File: src/rtl/ball_physics_pkg.sv
// Shared definitions for the pong ball engine: FSM states, default geometry,
// and small arithmetic helpers.
package ball_physics_pkg;

   typedef enum logic [1:0] {
      SERVE_WAIT = 2'd0,
      PLAY       = 2'd1,
      MISS       = 2'd2
   } ball_state_t;

   localparam int DEF_POSITION_REG_MAX   = 11;
   localparam int DEF_GRAPHICS_WIDTH     = 1280;
   localparam int DEF_GRAPHICS_HEIGHT    = 800;
   localparam int DEF_BORDER_WIDTH       = 50;
   localparam int DEF_BALL_RADIUS        = 10;
   localparam int DEF_BALL_START_X       = 640;
   localparam int DEF_BALL_START_Y       = 400;
   localparam int DEF_BALL_SPEED_X       = 4;
   localparam int DEF_BALL_SPEED_Y       = 3;
   localparam int DEF_PADDLE_WIDTH       = 20;
   localparam int DEF_PADDLE_LENGTH      = 200;
   localparam int DEF_SERVE_DELAY_FRAMES = 60;

   // Rally hit counter increment that sticks at full scale.
   function automatic logic [7:0] sat_inc8(input logic [7:0] value);
      return (value == 8'hFF) ? value : value + 8'd1;
   endfunction

endpackage

File: src/rtl/ball_physics_vsync_tick.sv
// Frame tick generator: one-cycle pulse on each rising edge of vertical sync.
module vsync_tick (
   input  logic pixel_clock,
   input  logic reset,
   input  logic vga_vertical_sync,
   output logic tick
);

   logic last_vsync;

   // Remember last vsync level; reset to high so a vsync already high at
   // reset release is not mistaken for a new frame.
   always_ff @(posedge pixel_clock or posedge reset) begin
      if (reset) last_vsync <= 1'b1;
      else       last_vsync <= vga_vertical_sync;
   end

   assign tick = vga_vertical_sync & ~last_vsync;

endmodule

File: src/rtl/ball_physics.sv
// Per-frame ball motion engine: serve delay, wall/paddle bounces, miss
// detection and rally hit counting, advanced once per vsync rising edge.
module ball_physics
   import ball_physics_pkg::*;
#(
   parameter int POSITION_REG_MAX   = DEF_POSITION_REG_MAX,
   parameter int GRAPHICS_WIDTH     = DEF_GRAPHICS_WIDTH,
   parameter int GRAPHICS_HEIGHT    = DEF_GRAPHICS_HEIGHT,
   parameter int BORDER_WIDTH       = DEF_BORDER_WIDTH,
   parameter int BALL_RADIUS        = DEF_BALL_RADIUS,
   parameter int BALL_START_X       = DEF_BALL_START_X,
   parameter int BALL_START_Y       = DEF_BALL_START_Y,
   parameter int BALL_SPEED_X       = DEF_BALL_SPEED_X,
   parameter int BALL_SPEED_Y       = DEF_BALL_SPEED_Y,
   parameter int PADDLE_WIDTH       = DEF_PADDLE_WIDTH,
   parameter int PADDLE_LENGTH      = DEF_PADDLE_LENGTH,
   parameter int SERVE_DELAY_FRAMES = DEF_SERVE_DELAY_FRAMES
) (
   input  logic                      pixel_clock,
   input  logic                      reset,
   input  logic                      vga_vertical_sync,
   input  logic [POSITION_REG_MAX:0] paddle_x,
   input  logic [POSITION_REG_MAX:0] paddle_y,
   output logic [POSITION_REG_MAX:0] ball_x,
   output logic [POSITION_REG_MAX:0] ball_y,
   output logic                      in_play,
   output logic                      hit_pulse,
   output logic                      miss_pulse,
   output logic [7:0]                hit_count
);

   localparam int P     = POSITION_REG_MAX + 1;
   // Two extra bits: signed, plus headroom for paddle_x+PADDLE_WIDTH at full scale.
   localparam int CW    = POSITION_REG_MAX + 3;
   localparam int CNT_W = (SERVE_DELAY_FRAMES > 1) ? $clog2(SERVE_DELAY_FRAMES) : 1;

   localparam int XMIN = BORDER_WIDTH + BALL_RADIUS;
   localparam int XMAX = GRAPHICS_WIDTH - BORDER_WIDTH - BALL_RADIUS;
   localparam int YMIN = BORDER_WIDTH + BALL_RADIUS;
   localparam int YMAX = GRAPHICS_HEIGHT - BORDER_WIDTH - BALL_RADIUS;

   typedef logic signed [CW-1:0] coord_t;
   typedef logic [P-1:0]         pos_t;

   localparam coord_t XMIN_C = coord_t'(XMIN);
   localparam coord_t XMAX_C = coord_t'(XMAX);
   localparam coord_t YMIN_C = coord_t'(YMIN);
   localparam coord_t YMAX_C = coord_t'(YMAX);
   localparam coord_t R_C    = coord_t'(BALL_RADIUS);
   localparam coord_t SPX_C  = coord_t'(BALL_SPEED_X);
   localparam coord_t SPY_C  = coord_t'(BALL_SPEED_Y);
   localparam coord_t PW_C   = coord_t'(PADDLE_WIDTH);
   localparam coord_t PL_C   = coord_t'(PADDLE_LENGTH);
   localparam pos_t   START_X = pos_t'(BALL_START_X);
   localparam pos_t   START_Y = pos_t'(BALL_START_Y);
   localparam logic [CNT_W-1:0] SERVE_LAST = CNT_W'(SERVE_DELAY_FRAMES - 1);

   ball_state_t      state;
   logic [CNT_W-1:0] serve_count;
   logic             dx_neg;
   logic             dy_neg;
   logic             tick;

   coord_t cur_x, cur_y, nx, ny, pad_x, pad_y, face;
   pos_t   x_next, y_next;
   logic   dx_neg_next, dy_neg_next;
   logic   paddle_hit, wall_miss;

   vsync_tick u_vsync_tick (
      .pixel_clock       (pixel_clock),
      .reset             (reset),
      .vga_vertical_sync (vga_vertical_sync),
      .tick              (tick)
   );

   // Candidate motion for the next PLAY tick; both axes resolve independently.
   always_comb begin
      cur_x = coord_t'(ball_x);
      cur_y = coord_t'(ball_y);
      pad_x = coord_t'(paddle_x);
      pad_y = coord_t'(paddle_y);
      nx    = cur_x + (dx_neg ? -SPX_C : SPX_C);
      ny    = cur_y + (dy_neg ? -SPY_C : SPY_C);
      face  = pad_x + PW_C;

      paddle_hit = dx_neg && (cur_x - R_C > face) && (nx - R_C <= face) &&
                   (pad_y <= cur_y) && (cur_y <= pad_y + PL_C);
      wall_miss  = !paddle_hit && (nx <= XMIN_C);

      y_next      = pos_t'(ny);
      dy_neg_next = dy_neg;
      if (ny <= YMIN_C) begin
         y_next      = pos_t'(YMIN_C);
         dy_neg_next = 1'b0;
      end else if (ny >= YMAX_C) begin
         y_next      = pos_t'(YMAX_C);
         dy_neg_next = 1'b1;
      end

      x_next      = pos_t'(nx);
      dx_neg_next = dx_neg;
      if (paddle_hit) begin
         x_next      = pos_t'(face + R_C);
         dx_neg_next = 1'b0;
      end else if (wall_miss) begin
         x_next      = ball_x;
      end else if (nx >= XMAX_C) begin
         x_next      = pos_t'(XMAX_C);
         dx_neg_next = 1'b1;
      end
   end

   // Serve / play / miss sequencing with registered ball state and pulses.
   always_ff @(posedge pixel_clock or posedge reset) begin
      if (reset) begin
         state       <= SERVE_WAIT;
         serve_count <= '0;
         ball_x      <= START_X;
         ball_y      <= START_Y;
         dx_neg      <= 1'b1;
         dy_neg      <= 1'b0;
         in_play     <= 1'b0;
         hit_pulse   <= 1'b0;
         miss_pulse  <= 1'b0;
         hit_count   <= '0;
      end else begin
         hit_pulse  <= 1'b0;
         miss_pulse <= 1'b0;
         case (state)
            SERVE_WAIT: begin
               if (tick) begin
                  if (serve_count == SERVE_LAST) begin
                     state       <= PLAY;
                     serve_count <= '0;
                     in_play     <= 1'b1;
                  end else begin
                     serve_count <= serve_count + 1'b1;
                  end
               end
            end
            PLAY: begin
               if (tick) begin
                  ball_y <= y_next;
                  dy_neg <= dy_neg_next;
                  ball_x <= x_next;
                  dx_neg <= dx_neg_next;
                  if (paddle_hit) begin
                     hit_pulse <= 1'b1;
                     hit_count <= sat_inc8(hit_count);
                  end else if (wall_miss) begin
                     state   <= MISS;
                     in_play <= 1'b0;
                  end
               end
            end
            MISS: begin
               miss_pulse <= 1'b1;
               hit_count  <= '0;
               ball_x     <= START_X;
               ball_y     <= START_Y;
               dx_neg     <= 1'b1;
               state      <= SERVE_WAIT;
            end
            default: state <= SERVE_WAIT;
         endcase
      end
   end

endmodule
File: config.mk
export PLATFORM = sky130hd
export DESIGN_NAME = ball_physics
export DESIGN_NICKNAME = d
export VERILOG_FILES = /design/src/rtl/ball_physics_pkg.sv /design/src/rtl/ball_physics_vsync_tick.sv /design/src/rtl/ball_physics.sv
export SDC_FILE = /design/constraint.sdc
export NUM_CORES = 1
export LEC_CHECK = 0
export CAP_MARGIN = 20
export CORE_MARGIN = 3
export CORE_UTILIZATION = 63
export CTS_BUF_LIST = sky130_fd_sc_hd__clkbuf_16
export CTS_CLUSTER_DIAMETER = 80
export CTS_CLUSTER_SIZE = 12
export DETAILED_ROUTE_END_ITERATION = 7
export MAX_ROUTING_LAYER = met4
export PLACE_DENSITY = 0.92
export SETUP_SLACK_MARGIN = 0.15
export SYNTH_ARGS = -nofsm -noshare
export SYNTH_HDL_FRONTEND = slang
export SYNTH_HIERARCHICAL = 1
export SYNTH_SLANG_ARGS = --single-unit
File: constraint.sdc
create_clock -name pixel_clock -period 10.15 [get_ports pixel_clock]
set_input_delay 1.015 -clock pixel_clock [delete_from_list [all_inputs] [get_ports pixel_clock]]
set_output_delay 1.015 -clock pixel_clock [all_outputs]
set_load 0.01 [all_outputs]
== After elaboration in Yosys (flattened, before gate mapping) ==
Cells that the tools add are included.

* $add $sub $neg: 9
* $mul: 0
* Divide/modulo/power cells: 0
* $lt $le $gt $ge: 8
* Equality and inequality tests: 13
* Shift operators: 0
* Multiplexer cells: 39
* Bitwise operators: 2
* Reductions and logical operators: 18

{| class="wikitable"
|+ Operators by type and width
! operator !! count
|-
| 12-bit two-way mux || 7
|-
| 12-bit one-hot mux with 2 select lines || 2
|-
| 13-bit by 14-bit adder with 14-bit output || 2
|-
| 14-bit by 7-bit <= comparator with 1-bit output, second input constant || 2
|-
| 14-bit two-way mux || 2
|-
| 8-bit two-way mux || 3
|-
| 8-bit one-hot mux with 2 select lines || 1
|-
| 1-bit two-way mux || 15
|-
| 14-bit by 11-bit greater-or-equal comparator with 1-bit output, second input constant || 1
|-
| 14-bit by 12-bit greater-or-equal comparator with 1-bit output, second input constant || 1
|-
| 13-bit by 14-bit > comparator with 1-bit output || 1
|-
| 14-bit <= comparator || 1
|-
| 2-bit inequality test, second input constant || 7
|-
| 14-bit by 5-bit subtractor with 14-bit output, second input constant || 1
|-
| 12-bit by 5-bit adder with 13-bit output, second input constant || 1
|-
| 12-bit by 8-bit adder with 13-bit output, second input constant || 1
|-
| 12-bit by 13-bit <= comparator with 1-bit output || 1
|-
| 12-bit by 4-bit subtractor with 13-bit output, second input constant || 1
|-
| 12-bit by 4-bit adder with 12-bit output, second input constant || 1
|-
| 12-bit <= comparator || 1
|-
| 2-bit two-way mux || 5
|-
| 8-bit by 1-bit adder with 8-bit output, second input constant || 1
|-
| 8-bit == test, second input constant || 1
|-
| 4-bit AND reduction || 2
|-
| other kinds (18) || 28
|}

* Flip-flop bits (word level): 46
* Latch bits: 0
* Memory bits (writable): 0
* Memory bits (read-only): 0
* Input port bits: 27
* Output and inout port bits: 35
* Logic and storage cells: 100
* Memories: 0

== Depth between registers and ports, before layout ==
Gate-level depths: netlist of the first run.

* Word-level depth: 13
* Mapped depth: 20
* Depth with buffers taken out: 19

== Hierarchy ==
The synthesis of the first run kept the hierarchy.

{| class="wikitable"
|+ By module, submodules not included
! module !! times used !! cells each !! area an instance (um^2) !! seq. area each (um^2)
|-
| ball_physics || 1 || 681 || 5,704.2 || 1,133.6
|-
| vsync_tick || 1 || 3 || 43.8 || 26.3
|}

== Worst setup path before layout of the first run ==
No wires, ideal clock.

* Path kind: register to register
* From: register dx_neg
* To: register ball_x[9]
* Library setup time: 0.086 ns
* Data arrival time: 4.228 ns
* Required time: 10.064 ns
* Setup slack: 5.836 ns
* Cell stages (with the launch flop): 20
* Path buffers: 1
* Clock period less this slack: 4.314 ns
* Path through: dfstp_2 > inv_1 > fa_1 > and2b_1 > o21ai_0 > xnor2_1 > nor4_1 > nand2_1 > xnor2_1 > ha_1 > nand2_1 > o21ai_0 > o21a_1 > o21ai_0 > a31o_2 > nand4b_1 > nand4_1 > nor2b_1 > buf_6 > o41a_1

* Word-level cells in the longest chain between the ends: 11
* Elaborated cells between the ends (all ways): 19
* Those cells by class: add/sub (2); order compare (3); eq/ne (1); mux (6); reduce/logical (7)

{| class="wikitable"
|+ RTL lines
! what !! line !! RTL
|-
| from (decl) || ball_physics.sv:60 || <nowiki>logic dx_neg;</nowiki>
|-
| from (signal assigned) || ball_physics.sv:146 || <nowiki>dx_neg <= dx_neg_next;</nowiki>
|-
| 14-bit two-way mux || ball_physics.sv:82 || <nowiki>nx = cur_x + (dx_neg ? -SPX_C : SPX_C);</nowiki>
|-
| 13-bit by 14-bit adder with 14-bit output || ball_physics.sv:82 ||
|-
| 14-bit by 5-bit subtractor with 14-bit output || ball_physics.sv:86 || <nowiki>paddle_hit = dx_neg && (cur_x - R_C > face) && (nx - R_C <= face) &&</nowiki>
|-
| 14-bit <= comparator || ball_physics.sv:86 ||
|-
| 1-bit logical AND (2 in a row) || ball_physics.sv:86 ||
|-
| 1-bit logical AND || ball_physics.sv:87 || <nowiki>(pad_y <= cur_y) && (cur_y <= pad_y + PL_C);</nowiki>
|-
| 1-bit zero test || ball_physics.sv:88 || <nowiki>wall_miss = !paddle_hit && (nx <= XMIN_C);</nowiki>
|-
| 1-bit logical AND || ball_physics.sv:88 ||
|-
| 3-bit inequality test (no line) || n/a ||
|-
| 3-bit AND reduction (no line) || n/a ||
|-
| to (signal assigned) || ball_physics.sv:145 || <nowiki>ball_x <= x_next;</nowiki>
|-
| to (decl) || ball_physics.sv:24 || <nowiki>output logic [POSITION_REG_MAX:0] ball_x,</nowiki>
|}

Parallel ways exist; a longest one is shown, timed or not. The select of a mux whose other input is x is not followed.
A chain may end at the register's enable or synchronous reset.

== Final worst setup path of the first run ==
Ends and elaborated chain as after synthesis.

==> flow_summary_export.csv, run 1 <==
group,metric,value,unit
sta,hold_viol,0,
clocking,clk_pin_slew,0.06,ns
clocking,cts_sinks,46,
floorplanning,core_area,0.008806,mm²
worst_setup_path,r2r_slack,4.69,ns
routing,wirelength,16360,µm
worst_setup_path,crit_type,"reg -> reg",
global_route,gr-total-overflow,0,
floorplanning,rows,34,
pwr,ir_drop,0.09365,mV
clocking,cts_buffers,5,
run,cap_violations,0,
routing,viasPerCell,6.810,
cells_and_area,seqCellArea,0.001160,mm²
floorplanning,die_h,101.5,µm
sta,setup_ws,4.688,ns
pwr,power_density,69.18,mW/mm²
routing,drt_iter0_markers,521,
worst_setup_path,critPathBufInv,1,
clocking,cts_root_buf,"clkbuf_16",
sta,grt_setup_unrepaired,"no",
global_route,grt_max_degree,46,
placement,io_buffers,61,
floorplanning,initial_core_util,65.27,%
worst_setup_path,worst_ep_required_time,10.36,ns
sta,timing.final.crit_share,53.81,%
synthesis,ys_seq_elements,46,
clocking,htree_num_levels,2,
worst_setup_path,crit_family,"simple AND/OR/NAND/NOR gates",
sta,final-max-slew-violation-count,0,
routing,vias,5775,
cells_and_area,nets,854,
routing,dr.pass1.iters,6,
floorplanning,die_area,0.01031,mm²
routing,final_antenna_net_count,0,
floorplanning,die_w,101.5,µm
global_route,grt_pass1_wl,26280,µm
sta,worst-slew-pin-transition,0.9368,ns
cells_and_area,n_antenna_cell,0,
worst_hold_path,hold_path_class,"reg -> reg",
synthesis,synthArstFlopShare,100.0,%
cells_and_area,layout_common_cells,"85 x ha_1, 61 x clkdlybuf4s50_1, 51 x nor2_1",
worst_setup_path,worstPathArrival,5.67,ns
cells_and_area,drive_gt1_share,5.270,%
clocking,clk-insertion-delay-late,0.28,ns
clocking,cts_resized,0,
cells_and_area,finish.utilization,74.50,%
worst_setup_path,startpoint,"dx_neg",
worst_setup_path,worst_setup_path_end_kind,"flop",
synthesis,ys_seq_area_share,20.18,%
sta,min_period,5.462,ns
routing,drc,0,
worst_hold_path,hp-start,"serve_count[0]",
floorplanning,ios,62,
worst_setup_path,critPathLaunchType,"flop",
clocking,post-cts-setup-buffer-count,0,
global_route,grt_pass1_vias,5407,
worst_setup_path,r2r_start,"dx_neg",
clocking,tritoncts,"done",
cells_and_area,multi_input_area,0.004349,mm²
cells_and_area,area_growth,14.13,%
synthesis,syn_avg_cell_area,8.404,µm²
cells_and_area,final_common_cell,"ha_1",
worst_setup_path,worst_path_most_repeated_cell,"o21ai_0",
worst_setup_path,path_cells,"inv_1, fa_1, and2b_1, o21ai_0, xnor2_1, nor4_1, nand2_1, xnor2_1, ha_1, nand2_1, o21ai_0, o21a_1, o21ai_0, a31o_2, nand4b_1, nand3_1, and3b_1, o41a_1",
worst_setup_path,worstPathMaxFanout,17,
worst_setup_path,cpMaxStageDelayCell,"dfstp_2",
routing,post_drt_wl_per_cell,19.29,µm
sta,finalSetupViolCount,0,
synthesis,synth_cells,684,
synthesis,synth_nets,798,
cells_and_area,fillers,652,
worst_setup_path,critPathMaxStageDelay,0.72,ns
sta,relSlewSlack,37.46,%
placement,dpl.hpwl,12920,µm
clocking,hold_buffers,0,
sta,fmax,0.1831,GHz
sta,finalSetupTns,0,ns
synthesis,syn_area,0.005748,mm²
sta,finClkSkew,0.007191,ns
global_route,antenna_found_initial,0,
synthesis,ys_warn_count,6,
placement,gp_congestion,1.008,
synthesis,synth_edf_count,0,
placement,pre_cts_ws,4.526,ns
pwr,leakagePower,3.025,nW
synthesis,synthFlopType,"dfrtp_1",
global_route,grt.total_usage,32.56,%
clocking,cts_max_path_buffers,2,
synthesis,synth_cell_types,86,
status,status,"finished clean",
layout make-up:
type | instances | share of cell area (%)
Tap cell | 108 | 2.060
Clock inverter | 2 | 0.1144
Clock buffer | 5 | 1.907
Timing Repair Buffer | 61 | 9.308
Inverter | 46 | 2.632
Multi-Input combinational cell | 580 | 66.30
Sequential cell | 46 | 17.68
where the power goes:
group	switching, W	internal [W]
registers	0.0000116	0.000192
logic	0.0000540	0.0000431
clock network	0.0000646	0.0000881
registers in the layout (all words and copies together) (netlist names):
register	cells
ball_x	12
ball_y	12
dx_neg	1
dy_neg	1
hit_count	8
hit_pulse	1
in_play	1
miss_pulse	1
serve_count	6
state	2
u_vsync_tick/last_vsync	1
worst reg2reg max path, stage by stage, from the launching register on:
cell and delay, ns:
dfstp_2 0.72, inv_1 0.17, fa_1 0.45, and2b_1 0.28, o21ai_0 0.14, xnor2_1 0.25
nor4_1 0.36, nand2_1 0.11, xnor2_1 0.25, ha_1 0.32, nand2_1 0.08, o21ai_0 0.07
o21a_1 0.17, o21ai_0 0.23, a31o_2 0.23, nand4b_1 0.20, nand3_1 0.55, and3b_1 0.44
o41a_1 0.36
synth_stat cells (4+ instances only):
library cell / instances / area (µm²)
xor2_1: 20 / 175.2
dfrtp_1: 39 / 975.9
a21o_1: 18 / 135.1
ha_1: 85 / 1064
a2111oi_0: 5 / 43.79
a211oi_1: 9 / 67.56
or3_1: 8 / 50.05
nand4_1: 16 / 100.1
o21a_1: 12 / 90.09
nand3_1: 17 / 85.08
or2_2: 5 / 31.28
clkbuf_1: 7 / 26.28
or4_1: 6 / 45.04
mux2i_1: 8 / 80.08
o211ai_1: 6 / 45.04
a31oi_1: 5 / 31.28
a221o_1: 5 / 50.05
nor3_1: 16 / 80.08
nor2_1: 51 / 191.4
a21oi_1: 35 / 175.2
nand2_1: 48 / 180.2
o22ai_1: 4 / 25.02
dfstp_2: 7 / 183.9
inv_1: 46 / 172.7
nor2b_1: 14 / 87.58
o2bb2ai_1: 8 / 70.07
o21ai_0: 44 / 220.2
nand2b_1: 6 / 37.54
and3_1: 6 / 37.54
xnor2_1: 32 / 280.3
nor4_1: 10 / 62.56
worst paths after layout:
| check | to | cells after the start |
|---|---|---|
| max | ball_x[9] | 18 |
| min | serve_count[0] | 1 |
| max reg2reg | ball_x[9] | 18 |
| min reg2reg | serve_count[0] | 1 |
| max in group asynchronous | ball_x[1] | 2 |
| min in group asynchronous | u_vsync_tick/last_vsync | 2 |
metal layers:
layer  vias to the layer above  wire (µm)  share of wire, %  track usage (%)
met2                       319       7528                46            51.56
met1                      2712       6996                43            43.21
met3                        53       1323               8.1            4.683
met4                         0        510               3.1            9.918
met5                         -          0                 0                -
li1                       2691          -                 -                -
cell families (layout without fill, tap and decap cells):
family	count (synthesis)	in the layout	share of synthesized area (%)
DFF	46	46	20.18
xor gates and xnor gates	52	52	7.923
buffers and inverters	58	114	4.158
adders and majority gates	87	87	19.20
AOI/OAI and AO/OA	205	205	25.90
muxes	11	11	1.981
and+or+nand+nor	225	225	20.66
stage by stage:
| stage | power [W] | std cells | instance area, µm² | hold WS [ns] |
|---|---|---|---|---|
| finish | 0.0004538 | 848 | 6560 | 0.4984 |
| CTS | 0.0004528 | 848 | 6560 | 0.5042 |
| global placement | 0.0002959 | 841 | 6427 | 0.4821 |
| global route | 0.0004746 | 848 | 6560 | 0.5251 |
| detailed placement | 0.0003016 | 841 | 6427 | 0.4963 |
| floorplan | 0.0002654 | 684 | 5748 | 0.4706 |
(Power assumes the default switching activity.)
==> run 2, diff against run 1 <==
--- a/config.mk
+++ b/config.mk
@@ -7,13 +7,13 @@
 export LEC_CHECK = 0
 export CAP_MARGIN = 20
 export CORE_MARGIN = 3
-export CORE_UTILIZATION = 63
+export CORE_UTILIZATION = 53
 export CTS_BUF_LIST = sky130_fd_sc_hd__clkbuf_16
 export CTS_CLUSTER_DIAMETER = 80
 export CTS_CLUSTER_SIZE = 12
 export DETAILED_ROUTE_END_ITERATION = 7
 export MAX_ROUTING_LAYER = met4
-export PLACE_DENSITY = 0.92
+export PLACE_DENSITY = 0.83
 export SETUP_SLACK_MARGIN = 0.15
 export SYNTH_ARGS = -nofsm -noshare
 export SYNTH_HDL_FRONTEND = slang
==> constraint.sdc (replaced) <==
create_clock -name pixel_clock -period 4.4 [get_ports pixel_clock]
set_input_delay 0.44 -clock pixel_clock [delete_from_list [all_inputs] [get_ports pixel_clock]]
set_output_delay 0.44 -clock pixel_clock [all_outputs]
set_load 0.01 [all_outputs]
==> flow_summary_export.csv, run 2 (synthesized netlist as in run 1, its figures left out) <==
group,metric,value,unit
worst_setup_path,worst_ep_required_time,4.61,ns
sta,whs,0.3995,ns
routing,drc,0,
cells_and_area,nets,929,
worst_hold_path,hold_path_class,"in -> async",
run,cap_violations,0,
floorplanning,die_h,110.1,µm
cells_and_area,drive_gt1_share,20.10,%
worst_setup_path,path_cells,"buf_6, buf_4, ha_1, nor2_1, nand2b_1, o21ai_1, a311o_1, buf_4, nand4_1, xnor2_1, ha_1, nand3_1, nor2_1, nand2_1, o21ai_1, a31o_2, nand4b_1, nand4_1, buf_4, or3b_4, o41a_1",
routing,final_antenna_net_count,0,
pwr,ir_drop,0.1647,mV
worst_setup_path,cpMaxStageDelayCell,"dfstp_2",
pwr,leakagePower,3.490,nW
floorplanning,initial_core_util,55.18,%
floorplanning,die_area,0.01213,mm²
floorplanning,ios,62,
placement,gp_congestion,1.018,
worst_setup_path,critPathLaunchType,"flop",
sta,finalSetupViolCount,23,
sta,fmax,0.2180,GHz
clocking,clk-insertion-delay-late,0.29,ns
global_route,grt_max_degree,46,
clocking,hold_buffers,0,
floorplanning,core_area,0.01042,mm²
cells_and_area,final_cells,952,
routing,dr.pass1.iters,6,
sta,timing.final.crit_share,104.2,%
routing,viasPerCell,6.394,
global_route,antenna_found_initial,0,
clocking,cts_root_buf,"clkbuf_16",
clocking,clk_pin_slew,0.07,ns
sta,worst-slew-pin-transition,0.8685,ns
routing,vias,6087,
worst_setup_path,worstPathMaxFanout,7,
clocking,cts_sinks,46,
status,failed_checks,"setup timing",
clocking,tritoncts,"done",
sta,hold_viol,0,
cells_and_area,fillers,728,
sta,relSlewSlack,42.10,%
worst_setup_path,crit_type,"reg -> reg",
worst_setup_path,worst_path_most_repeated_cell,"buf_4",
clocking,htree_num_levels,2,
clocking,cts_max_path_buffers,2,
cells_and_area,n_antenna_cell,0,
worst_setup_path,reg2reg_depth,21,
routing,post_drt_wl_per_cell,19.65,µm
pwr,power_density,146.7,mW/mm²
floorplanning,die_w,110.1,µm
global_route,grt_pass1_vias,5850,
cells_and_area,layout_common_cells,"78 x ha_1, 65 x buf_4, 61 x clkdlybuf4s50_1",
cells_and_area,final_common_cell,"ha_1",
sta,grt_setup_unrepaired,"yes",
placement,dp.cells,922,
routing,drt_iter0_markers,626,
global_route,grt.total_usage,30.83,%
sta,min_period,4.586,ns
sta,setup_ws,-0.1862,ns
status,status,"finished with violations",
cells_and_area,biggestRegsByFlops,"ball_x x12, ball_y x12, hit_count x8",
global_route,grt_pass1_wl,28950,µm
clocking,cts_buffers,5,
worst_setup_path,worstPathArrival,4.80,ns
placement,dpl.hpwl,13490,µm
floorplanning,rows,37,
sta,finClkSkew,0.004026,ns
pwr,power,0.001115,W
global_route,gr-total-overflow,0,
placement,io_buffers,61,
worst_setup_path,critPathMaxStageDelay,0.62,ns
routing,wirelength,18710,µm
cells_and_area,multi_input_area,0.004715,mm²
cells_and_area,area_growth,32.24,%
sta,final-max-slew-violation-count,0,
cells_and_area,seqCellArea,0.001161,mm²
worst_setup_path,worst_setup_path_end_kind,"flop",
-- run 2: worst paths after layout --
check                                from  slack, ns              to
max in group asynchronous           reset       3.46          dx_neg
hold / removal                      reset       0.40  serve_count[0]
min in group pixel_clock   serve_count[0]       0.50  serve_count[0]
setup reg to reg                   dx_neg      -0.19       ball_x[9]
hold reg to reg            serve_count[0]       0.50  serve_count[0]
setup / recovery                   dx_neg      -0.19       ball_x[9]
-- run 2: through the flow --
stage	TNS, ns	area [µm²]	util (%)	setup slack (ns)
4_1_cts	0	7396	71.00	0.08554
3_3_place_gp	-0.5273	6880	66.05	-0.09271
5_1_grt	-5.477	7601	72.97	-0.3098
2_1_floorplan	0	5762	-	0.1526
6_report	-2.509	7601	72.97	-0.1862
3_5_place_dp	-1.018	6880	66.05	-0.1176
-- run 2: critical path: cells and delay by family (launching register included) --
family	cells	cell delay, ns
adder cells (fa/ha/maj)	2	0.63
AO/OA/AOI/OAI	5	0.78
AND/OR/NAND/NOR	9	1.66
flip-flops	1	0.62
buffers and inverters	4	0.64
XOR/XNOR	1	0.17
-- run 2: repair_timing --
action | CTS | global route
endpoints found under the setup margin | 24 | 25
resized for setup | 49 | 31
setup buffers | 17 | 3
gates cloned | 1 | 0
pin swaps | 24 | 28
endpoints found under the hold margin | 0 | 0
-- run 2: routing by layer --
metal	vias to the layer above	share of wire, %	GRT usage [%]	wire [µm]
met1	2901	43	41.45	8132
met5	-	0	-	0
met4	0	3.0	8.443	552
met2	273	47	49.26	8715
met3	70	7.0	3.844	1307
li1	2843	-	-	-
-- run 2: where the power goes --
group	switching [W]	internal, W
sequential	0.0000255	0.000443
clock	0.000189	0.000218
combinational	0.000126	0.000113
total	0.000341	0.000774
-- run 2: area by class of cell --
class,count,share of cell area (%)
Inverter,46,2.272
Clock inverter,3,0.3786
Timing Repair Buffer,136,16.16
Sequential cell,46,15.28
Multi-Input combinational cell,580,62.02
Clock buffer,5,1.646
Tap cell,136,2.239
